==> src/rtl/puf_pkg.sv <==
// Shared types and default sizing for the PUF control blocks.
package puf_pkg;

  localparam int unsigned CNT_W_DEF         = 16;
  localparam int unsigned WINDOW_CYCLES_DEF = 4096;
  localparam int unsigned SETTLE_CYCLES_DEF = 16;
  localparam int unsigned SYNC_STAGES_DEF   = 2;

  typedef enum logic [2:0] {
    ST_IDLE,
    ST_SETTLE,
    ST_COUNT,
    ST_COMPARE,
    ST_DONE
  } ro_cnt_state_t;

  function automatic int unsigned max_u(input int unsigned a, input int unsigned b);
    return (a > b) ? a : b;
  endfunction

endpackage

==> src/rtl/ro_edge_sync.sv <==
// Synchronises one free-running oscillator into clk and flags each rising edge.
module ro_edge_sync
  import puf_pkg::*;
#(
  parameter int unsigned SYNC_STAGES = SYNC_STAGES_DEF
) (
  input  logic clk,
  input  logic rst_n,
  input  logic async_in,
  output logic rise_pulse
);

  (* ASYNC_REG = "TRUE", dont_touch = "true" *) logic [SYNC_STAGES-1:0] sync_q;
  logic prev_q;

  // sync_q[0] is the metastability-exposed flop; the MSB is the clean copy.
  always_ff @(posedge clk or negedge rst_n) begin
    if (!rst_n) begin
      sync_q <= '0;
      prev_q <= 1'b0;
    end else begin
      sync_q <= {sync_q[SYNC_STAGES-2:0], async_in};
      prev_q <= sync_q[SYNC_STAGES-1];
    end
  end

  assign rise_pulse = sync_q[SYNC_STAGES-1] & ~prev_q;

endmodule

==> src/rtl/ro_pair_counter.sv <==
// Enables a ring-oscillator pair, counts their edges over a fixed window and
// emits one response bit from comparing the two counts.
module ro_pair_counter
  import puf_pkg::*;
#(
  parameter int unsigned CNT_W         = CNT_W_DEF,
  parameter int unsigned WINDOW_CYCLES = WINDOW_CYCLES_DEF,
  parameter int unsigned SETTLE_CYCLES = SETTLE_CYCLES_DEF,
  parameter int unsigned SYNC_STAGES   = SYNC_STAGES_DEF
) (
  input  logic             clk,
  input  logic             rst_n,
  input  logic             start,
  input  logic             ro_a_in,
  input  logic             ro_b_in,
  output logic             ro_enable,
  output logic             busy,
  output logic             resp_valid,
  output logic             resp_bit,
  output logic             tie,
  output logic [CNT_W-1:0] count_a,
  output logic [CNT_W-1:0] count_b
);

  localparam int unsigned TMR_MAX = max_u(WINDOW_CYCLES, SETTLE_CYCLES);
  localparam int unsigned TMR_W   = $clog2(TMR_MAX + 1);
  localparam logic [TMR_W-1:0] SETTLE_LAST = TMR_W'(SETTLE_CYCLES - 1);
  localparam logic [TMR_W-1:0] WINDOW_LAST = TMR_W'(WINDOW_CYCLES - 1);
  localparam logic [CNT_W-1:0] CNT_MAX     = {CNT_W{1'b1}};

  ro_cnt_state_t    state_q, state_d;
  logic [TMR_W-1:0] timer_q, timer_d;
  logic             ro_enable_d, busy_d, resp_valid_d, resp_bit_d, tie_d;
  logic [CNT_W-1:0] count_a_d, count_b_d;
  logic             rise_a, rise_b;

  ro_edge_sync #(.SYNC_STAGES(SYNC_STAGES)) u_sync_a (
    .clk        (clk),
    .rst_n      (rst_n),
    .async_in   (ro_a_in),
    .rise_pulse (rise_a)
  );

  ro_edge_sync #(.SYNC_STAGES(SYNC_STAGES)) u_sync_b (
    .clk        (clk),
    .rst_n      (rst_n),
    .async_in   (ro_b_in),
    .rise_pulse (rise_b)
  );

  always_ff @(posedge clk or negedge rst_n) begin
    if (!rst_n) begin
      state_q    <= ST_IDLE;
      timer_q    <= '0;
      ro_enable  <= 1'b0;
      busy       <= 1'b0;
      resp_valid <= 1'b0;
      resp_bit   <= 1'b0;
      tie        <= 1'b0;
      count_a    <= '0;
      count_b    <= '0;
    end else begin
      state_q    <= state_d;
      timer_q    <= timer_d;
      ro_enable  <= ro_enable_d;
      busy       <= busy_d;
      resp_valid <= resp_valid_d;
      resp_bit   <= resp_bit_d;
      tie        <= tie_d;
      count_a    <= count_a_d;
      count_b    <= count_b_d;
    end
  end

  // Next-state and next-output logic; every registered output is decided here.
  always_comb begin
    state_d      = state_q;
    timer_d      = timer_q;
    ro_enable_d  = ro_enable;
    busy_d       = busy;
    resp_valid_d = 1'b0;
    resp_bit_d   = resp_bit;
    tie_d        = tie;
    count_a_d    = count_a;
    count_b_d    = count_b;

    case (state_q)
      ST_IDLE: begin
        if (start) begin
          state_d     = ST_SETTLE;
          timer_d     = '0;
          count_a_d   = '0;
          count_b_d   = '0;
          ro_enable_d = 1'b1;
          busy_d      = 1'b1;
        end
      end

      ST_SETTLE: begin
        if (timer_q == SETTLE_LAST) begin
          state_d = ST_COUNT;
          timer_d = '0;
        end else begin
          timer_d = timer_q + TMR_W'(1);
        end
      end

      ST_COUNT: begin
        // Saturate rather than wrap so a fast oscillator never compares low.
        if (rise_a && (count_a != CNT_MAX)) count_a_d = count_a + CNT_W'(1);
        if (rise_b && (count_b != CNT_MAX)) count_b_d = count_b + CNT_W'(1);
        if (timer_q == WINDOW_LAST) begin
          state_d     = ST_COMPARE;
          timer_d     = '0;
          ro_enable_d = 1'b0;
        end else begin
          timer_d = timer_q + TMR_W'(1);
        end
      end

      ST_COMPARE: begin
        resp_bit_d   = (count_a > count_b);
        tie_d        = (count_a == count_b);
        resp_valid_d = 1'b1;
        state_d      = ST_DONE;
      end

      ST_DONE: begin
        busy_d  = 1'b0;
        state_d = ST_IDLE;
      end

      default: begin
        state_d = ST_IDLE;
      end
    endcase
  end

endmodule

==> config.mk <==
export PLATFORM = sky130hd
export DESIGN_NAME = ro_pair_counter
export DESIGN_NICKNAME = d
export VERILOG_FILES = /design/src/rtl/puf_pkg.sv /design/src/rtl/ro_edge_sync.sv /design/src/rtl/ro_pair_counter.sv
export SDC_FILE = /design/constraint.sdc
export NUM_CORES = 1
export LEC_CHECK = 0
export BUFFER_PORTS_ARGS = -buffer_cell sky130_fd_sc_hd__buf_2
export CAP_MARGIN = 20
export CORE_ASPECT_RATIO = 1.5
export CORE_MARGIN = 5
export CORE_UTILIZATION = 40
export DETAILED_ROUTE_END_ITERATION = 16
export PLACE_DENSITY = 0.58
export SKIP_CTS_REPAIR_TIMING = 1
export SKIP_LAST_GASP = 1
export SYNTH_ARGS = -nofsm -noshare
export SYNTH_HDL_FRONTEND = slang
export SYNTH_HIERARCHICAL = 1
export SYNTH_SLANG_ARGS = --single-unit
==> constraint.sdc <==
create_clock -name clk -period 2.8 [get_ports clk]
set_clock_uncertainty 0.1 [all_clocks]
set_input_delay 0.84 -clock clk [delete_from_list [all_inputs] [get_ports clk]]
set_output_delay 0.84 -clock clk [all_outputs]
set_load 0.1 [all_outputs]
## Word-level counts from Yosys, hierarchy flattened

Index checks and enable logic that the tools add are counted.

| word-level totals | value |
|---|---|
| input port bits | 5 |
| register bits after elaboration | 59 |
| output and inout port bits | 37 |

| cells by class | value |
|---|---|
| reductions and logical operators | 12 |
| order comparisons | 1 |
| $add $sub $neg | 3 |
| equality and inequality tests | 14 |
| muxes and demuxes | 18 |
| bitwise gates (word level) | 4 |

Operators with widths:

| kind | count |
|---|---|
| $pmux W16 S2 | 2 |
| $mux W16 | 3 |
| $mux W13 | 3 |
| $pmux W13 S3 | 1 |
| $add A16 B1 Y16 const B | 2 |
| $ne A16 B16 Y1 const B | 2 |
| $eq A16 B16 Y1 | 1 |
| $gt A16 B16 Y1 | 1 |
| $add A13 B1 Y13 const B | 1 |
| $eq A13 B12 Y1 const B | 1 |
| $eq A13 B4 Y1 const B | 1 |
| $pmux W3 S4 | 1 |
| $reduce_and A3 Y1 | 4 |
| $ne A2 B2 Y1 const B | 5 |
| $mux W3 | 3 |
| $eq A3 B2 Y1 const B | 2 |
| $pmux W1 S2 | 2 |
| $reduce_and A2 Y1 | 2 |
| $reduce_bool A2 Y1 | 2 |
| $eq A3 B1 Y1 const B | 1 |
| $eq A3 B3 Y1 const B | 1 |
| $logic_not A3 Y1 | 1 |
| $mux W1 | 3 |
| $reduce_bool A3 Y1 | 1 |
| other kinds (3) | 6 |

## Depth between registers and ports, before layout

Gate-level depths: netlist (run 1).

| logic depth | value |
|---|---|
| word-level depth | 5 |
| mapped depth | 8 |
| gate-level depth less buffers | 7 |

## By module

The synthesis (run 1) kept the hierarchy.

By module, submodules not included:

| module | instances | area an instance (µm²) | sequential area each (µm²) | cells an instance |
|---|---|---|---|---|
| ro_pair_counter | 1 | 3263.1 | 1326.3 | 376 |
| ro_edge_sync | 2 | 88.8 | 75.1 | 4 |

## Least setup slack after synthesis (run 1)

No wires, ideal clock.

| timing | value |
|---|---|
| path type | register to register |
| start point | register count_b[8] |
| end point | register resp_bit |
| cell stages (with the launch flop) | 8 |
| path slack | 170 ps |
| arrival | 2396 ps |
| data required time | 2566 ps |
| period minus slack after synthesis | 2630 ps |
| buffers on the path | 0 |
| cell sequence | dfrtp_1 -> inv_1 -> ha_1 -> nand4_1 -> or3_1 -> or3_1 -> o21ai_0 -> a21oi_1 |

| on the way | value |
|---|---|
| cells in the longest elaborated chain, start to end | 1 |

RTL lines:

| what | RTL line | RTL |
|---|---|---|
| start: declaration | ro_pair_counter.sv:22 | `output logic [CNT_W-1:0] count_b` |
| start signal: assignment | ro_pair_counter.sv:71 | `count_b <= count_b_d;` |
| $gt A16 B16 Y1 | ro_pair_counter.sv:122 | `resp_bit_d = (count_a > count_b);` |
| end signal: assignment | ro_pair_counter.sv:68 | `resp_bit <= resp_bit_d;` |
| end: declaration | ro_pair_counter.sv:19 | `output logic resp_bit,` |

No other way between the ends.
A chain may end at the register's enable or synchronous reset.

## Worst setup path after layout (run 1)

| timing | value |
|---|---|
| start point | register count_a[9] |
| end point | output count_a[9] |

RTL lines:

| what | RTL line | RTL |
|---|---|---|
| start: declaration | ro_pair_counter.sv:21 | `output logic [CNT_W-1:0] count_a,` |
| start signal: assignment | ro_pair_counter.sv:70 | `count_a <= count_a_d;` |

No word-level cell between the ends.

==> results of run 1 <==
==> per-layer routing <==
metal / share of wire / vias to the layer above
li1: - / 1484
met1: 0.43 / 1482
met2: 0.50 / 66
met3: 0.042 / 15
met4: 0.028 / 0
met5: 0 / -
==> sequential cells by signal, indices dropped and copies added (netlist names) <==
signal	count
resp_bit	1
busy	1
timer_q	13
u_sync_b/sync_q	2
u_sync_a/prev_q	1
tie	1
state_q	3
count_b	16
u_sync_b/prev_q	1
count_a	16
ro_enable	1
u_sync_a/sync_q	2
resp_valid	1
==> cells by family (layout without fill, tap and decap cells) <==
family                   after synthesis  count (layout)  share of synthesized area
AO/OA/AOI/OAI                         92              92                      0.159
XOR/XNOR                              13              13                     0.0331
adder cells (fa/ha/maj)               19              19                     0.0691
buffers and inverters                 33              82                     0.0465
flip-flops                            59              59                      0.429
AND/OR/NAND/NOR                      168             168                      0.263
==> final timing paths <==
kind,startpoint,endpoint,slack [ns],cells past startpoint
setup / recovery,count_a[9]$_DFFE_PN0P_,count_a[9],0.48,1
hold / removal,u_sync_b/sync_q[0]$_DFF_PN0_,u_sync_b/sync_q[1]$_DFF_PN0_,0.25,0
setup reg to reg,count_a[1]$_DFFE_PN0P_,count_a[12]$_DFFE_PN0P_,0.57,6
hold reg to reg,u_sync_b/sync_q[0]$_DFF_PN0_,u_sync_b/sync_q[1]$_DFF_PN0_,0.25,0
max in group asynchronous,rst_n,count_b[1]$_DFFE_PN0P_,1.55,2
min in group asynchronous,rst_n,count_a[10]$_DFFE_PN0P_,0.42,1
==> metrics by stage <==
stage / area [um^2] / hold slack [ns] / utilization / setup WS (ns)
final: 4070 / 0.249 / 0.484 / 0.483
after global routing: 4070 / 0.253 / 0.484 / 0.389
after CTS: 4070 / 0.251 / 0.484 / 0.476
after detailed placement: 3740 / 0.240 / 0.445 / 0.429
after floorplan: 3440 / 0.231 / - / 0.170
after global placement: 3740 / 0.235 / 0.445 / 0.500
==> where the power goes <==
group | internal (mW) | switching [mW] | total (mW)
Clock | 0.822 | 0.391 | 1.21
Combinational | 0.179 | 0.692 | 0.871
Sequential | 0.923 | 0.140 | 1.06
==> cell type report <==
type	count	area [um^2]	area share
Clock inverter	5	75.1	0.0185
Tap cell	107	134	0.0329
Timing Repair Buffer	45	248	0.0609
Sequential cell	59	1480	0.363
Multi-Input combinational cell	292	1800	0.443
Clock buffer	11	253	0.0621
Inverter	21	78.8	0.0194
==> layout by cell type, fill, tap and decap left out, drive strengths merged <==
master,synthesis,routed
nand2,40,40
and4,7,7
o21a,3,3
o31ai,3,3
buf,9,45
or4,1,1
nor3,14,14
a2bb2oi,1,1
nand4,18,18
and2,1,1
o211ai,1,1
dfrtp,59,59
and3,3,3
xnor2,7,7
a21oi,22,22
a21o,4,4
o21ai,41,41
a2111oi,2,2
xor2,6,6
nor2,34,34
inv,21,21
or3,5,5
bufinv,0,2
nor2b,4,4
nand3,24,24
ha,19,19
nor4,9,9
a22o,1,1
clkbuf,3,11
or2,3,3
o41ai,3,3
o221ai,1,1
nand2b,4,4
and4bb,1,1
clkinv,0,3
o21bai,3,3
a31oi,7,7
==> impl_results.md, run 1 <==
- Cell types occupying the most area after synthesis: dfrtp_1 43%, ha_1 6.9%, o21ai_0 5.7%
- Max stage delay on crit path: 0.54 ns
- Clk sink count: 59
- CTS tree: yes
- Via count: 3047
- CTS root buf: clkbuf_16
- Routed wire length: 8960 um
- Synth cell count leaders: 59 x dfrtp_1, 40 x nand2_1, 39 x o21ai_0, 32 x nor2_1, 24 x nand3_1
- M1 GR Usage: 0.220
- Status: completed
- FMAX: 432 MHz
- CORE AREA: 8410 um^2
- Layout area overhead: 18.3%
- GR met2 Demand/Resource: 0.312
- Drt drc: 0
- Mapped Cells: 384
- Yosys top cell by area: dfrtp_1
- Slew headroom: 0.557
- Worst slew pin tran: 0.663 ns
- Most instantiated library cell after synthesis: dfrtp_1
- Syn Area/Cell: 8.96 um^2
- Clk_lat worst skew: 0.33 ns
- Buffers added on ports: 41
- PwrDens: 773 nW/um^2
- Crit path DAT: 1.38 ns
- Most Crowded Layer GR: met2
- CTS clk-pin slew, worst paths: 0.05 ns
- CTS H-Tree Depth: 3
- Wire per inst: 16.6 um
- Inst Count DP: 524
- Yosys cell types: 50
- # IOs: 42
- DIE AREA: 10600 um^2
- CP Capture Type: primary output
- Min cycle time layout: 2.32 ns
- CTS Buf Count: 9
- VDD IR max: 0.779 mV
- Register area share after synthesis: 0.429
- Final Hold Viols: 0
- Die Wd: 85.7 um
- Final nets: 452
- Req. time, crit path: 1.86 ns
- Setup TNS: 0 ns
- Ant diodes: 0
- Synth top area share: 0.429
- Synth Net Count: 408
- M3 GR Usage: 0.0291
- Startpoint types: flip-flop
- Worst min-delay path class: flip-flop to flip-flop
- Top cell family by delay on the critical path: flip-flops
- Netlist Area Pre-Place: 3440 um^2
- Clk buf depth: 2
- EDFF count, synth: 0
- FILL cells: 840
- First-pass GRT wire length: 15100 um
- Leak pwr: 1.81 nW
- Post-synth ARST share: 1.00
- Pins Over Slew Limit: 0
- Pin count of the biggest net entering global routing: 36
- Vias in the first global route: 3113
- GPL Wtd Cong: 0.823
- Starting Density: 0.409
- Die Span Y: 124 um
- Final setup vio count: 0
- Max cap viols: 0
- Synthesis Warnings: 6
- Crit path buf inv count: 1
- Vias/cell: 5.64
- Primary FF master, synth: dfrtp_1
- 1st-pass router iterations: 4
- RSZ-0062 raised after global routing: false
- Antenna violations before repair: 0
- GR Overflow Total: 0
- Total power: 3.15 mW
- Remaining antenna violation count: 0
- Detailed Place HPWL: 6550 um
- Final std cells w/o fill: 540
- Worst path slowest cell: dfrtp_1
- Crit-path max FO: 10
- Layout cells sized above 1: 0.176
- CP Cell Sequence: buf_2
- Initial DRC count: 148
- GRT Resource Usage Total: 0.185
- Std cell rows: 41
- Crit Path Class: flip-flop to primary output
- #FFs+latches synth: 59
- Fin crit share: 0.828
No activity file was read; power rests on OpenSTA's default activity.
==> inputs of run 2 (changes only) <==
--- a/config.mk
+++ b/config.mk
@@ -5,13 +5,14 @@
 export SDC_FILE = /design/constraint.sdc
 export NUM_CORES = 1
 export LEC_CHECK = 0
+export ABC_AREA = 1
 export BUFFER_PORTS_ARGS = -buffer_cell sky130_fd_sc_hd__buf_2
 export CAP_MARGIN = 20
 export CORE_ASPECT_RATIO = 1.5
 export CORE_MARGIN = 5
 export CORE_UTILIZATION = 40
 export DETAILED_ROUTE_END_ITERATION = 16
-export PLACE_DENSITY = 0.58
+export PLACE_DENSITY = 0.6
 export SKIP_CTS_REPAIR_TIMING = 1
 export SKIP_LAST_GASP = 1
 export SYNTH_ARGS = -nofsm -noshare
==> constraint.sdc (replaced) <==
create_clock -name clk -period 2.06 [get_ports clk]
set_clock_uncertainty 0.1 [all_clocks]
set_input_delay 0.618 -clock clk [delete_from_list [all_inputs] [get_ports clk]]
set_output_delay 0.618 -clock clk [all_outputs]
set_load 0.1 [all_outputs]
==> run 2 against run 1 <==
  * Area after synthesis rose by 13%
  * First-iteration DRC count rose by 100%
  * Setup slack got worse by 0.44 ns
  * Sequential power rose by 42%
  * Critical endpoint unchanged
  * Clock power rose by 29%
==> impl_results.md, run 2 <==
- FMAX: 496 MHz
- Detailed Place HPWL: 8240 um
- Clk_lat worst skew: 0.34 ns
- Vias/cell: 5.24
- Synth Net Count: 570
- #FFs+latches synth: 59
- Netlist Area Pre-Place: 3880 um^2
- Max stage delay on crit path: 0.48 ns
- Buffers added on ports: 41
- Slew headroom: 0.652
- VDD IR max: 0.664 mV
- Status: completed
- GRT Resource Usage Total: 0.195
- Crit-path max FO: 8
- CTS tree: yes
- Yosys cell types: 30
- First-pass GRT wire length: 18300 um
- Remaining antenna violation count: 0
- Most instantiated library cell after synthesis: nand2_1
- RR Endpoint: count_b[14]$_DFFE_PN0P_
- 1st-pass router iterations: 5
- Antenna violations before repair: 0
- R2r worst-path depth: 8
- Clk sink count: 59
- Total power: 4.90 mW
- Crit Path Class: flip-flop to primary output
- Ant diodes: 0
- Via count: 3775
- CORE AREA: 9580 um^2
- Routed wire length: 10800 um
- Leak pwr: 2.31 nW
- CP Cell Sequence: buf_2
- Initial DRC count: 297
- Wire per inst: 15.0 um
- CP Capture Type: primary output
- PwrDens: 1060 nW/um^2
- Synthesis Warnings: 6
- Primary FF master, synth: dfrtp_1
- Worst min-delay path class: input pin to async pin
- Syn Area/Cell: 7.11 um^2
- Pin count of the biggest net entering global routing: 60
- Drt drc: 0
- Min cycle time layout: 2.02 ns
- Mapped Cells: 546
- Top cell family by delay on the critical path: flip-flops
- Setup TNS: 0 ns
- Crit path buf inv count: 1
- Pins Over Slew Limit: 0
- Die Wd: 90.4 um
- Final Hold Viols: 0
- # IOs: 42
- Cell types occupying the most area after synthesis: dfrtp_1 38%, nand2_1 16%, nand3_1 8.1%
- CTS Buf Count: 9
- Crit path DAT: 1.30 ns
- Die Span Y: 131 um
- GPL Wtd Cong: 0.920
- Req. time, crit path: 1.34 ns
- Layout area overhead: 19.3%
- Synth cell count leaders: 170 x nand2_1, 65 x nor2_1, 63 x nand3_1, 59 x dfrtp_1, 56 x inv_1
- Worst slew pin tran: 0.520 ns
- Critical path origin: count_a[9]$_DFFE_PN0P_
- RSZ-0062 raised after global routing: false
- Std cell rows: 44
- Final nets: 625
- Starting Density: 0.405
- Clk buf depth: 2
- Place WS: 0.147 ns
- DIE AREA: 11800 um^2
- Worst path slowest cell: dfrtp_1
- Inst Count DP: 705
- Register area share after synthesis: 0.381
- Fin crit share: 0.980
- Placed instance area: 4300 um^2
- Max cap viols: 0
- Layout cells sized above 1: 0.200
- Commonest non-fill, non-tap cell in the layout: nand2_1
- CTS clk-pin slew, worst paths: 0.06 ns
- CTS H-Tree Depth: 3
- CTS root buf: clkbuf_16
- Startpoint types: flip-flop
- Final std cells w/o fill: 721
- Post-synth ARST share: 1.00
- GR Overflow Total: 0
- Min setup slack post-route: 0.0421 ns
- Vias in the first global route: 3805
- Reg2reg setup slack: 0.20 ns
- Final setup vio count: 0
- Most frequent cells in the layout: 170 x nand2_1, 64 x nor2_1, 63 x nand3_1
- Synth top area share: 0.381
- FILL cells: 974
- Fin area: 4630 um^2
- Top flop regs: count_a x16, count_b x16, timer_q x13
- Yosys top cell by area: dfrtp_1
- EDFF count, synth: 0
- R2r startpoint: count_b[0]$_DFFE_PN0P_
## run 2: changes by cell type after synthesis, sizes merged, moves of 5 or more
cell / before / now
nor3: 14 / 7
a31oi: 7 / 2
nor4: 9 / 0
o21ai: 41 / 16
and4: 7 / 0
xor2: 6 / 11
nor2: 34 / 71
nand2: 40 / 179
a21oi: 22 / 10
inv: 21 / 64
nand3: 24 / 65
or3: 5 / 0
## run 2: area by class of cell
cell class	count	area (um^2)	share of cell area
Inverter	64	240	0.0519
Multi-Input combinational cell	415	2100	0.455
Clock buffer	11	253	0.0546
Timing Repair Buffer	52	325	0.0703
Sequential cell	59	1500	0.325
Tap cell	115	144	0.0311
Clock inverter	5	60.1	0.0130
## run 2: worst max-delay path by stage
stage,slack (ns),endpoint,depth (start not counted)
2_1_floorplan,0.004,resp_bit$_DFFE_PN0P_,9
3_3_place_gp,0.15,count_a[1]$_DFFE_PN0P_,8
3_5_place_dp,0.15,count_a[7]$_DFFE_PN0P_,8
4_1_cts,-0.006,count_a[11],1
5_1_grt,0.00006,count_a[9],1
6_report,0.04,count_a[9],1
## run 2: per-layer routing
| layer | share of wire | track usage | vias to the layer above |
|---|---|---|---|
| met4 | 0.037 | 0.0859 | 0 |
| met2 | 0.54 | 0.379 | 90 |
| met3 | 0.038 | 0.0389 | 27 |
| met5 | 0 | 0 | - |
| li1 | - | - | 1880 |
| met1 | 0.38 | 0.201 | 1778 |
## run 2: report_power, final
group	leakage [nW]	internal [mW]	switching, mW
Clock	0.152	1.00	0.554
Combinational	1.41	0.477	1.36
Sequential	0.753	1.33	0.175
## run 2: kinds of logic after synthesis
| group | Yosys count | share of synthesized area |
|---|---|---|
| and+or+nand+nor | 347 | 0.399 |
| buffers and inverters | 72 | 0.0777 |
| DFF | 59 | 0.381 |
| AOI/OAI and AO/OA | 35 | 0.0503 |
| adders and majority gates | 19 | 0.0613 |
| xor gates and xnor gates | 14 | 0.0316 |
## run 2: through the flow
step | utilization | hold slack [ns]
after floorplan | - | 0.222
after global placement | 0.449 | 0.232
after detailed placement | 0.449 | 0.236
after CTS | 0.482 | 0.198
after global routing | 0.483 | 0.212
final | 0.483 | 0.186
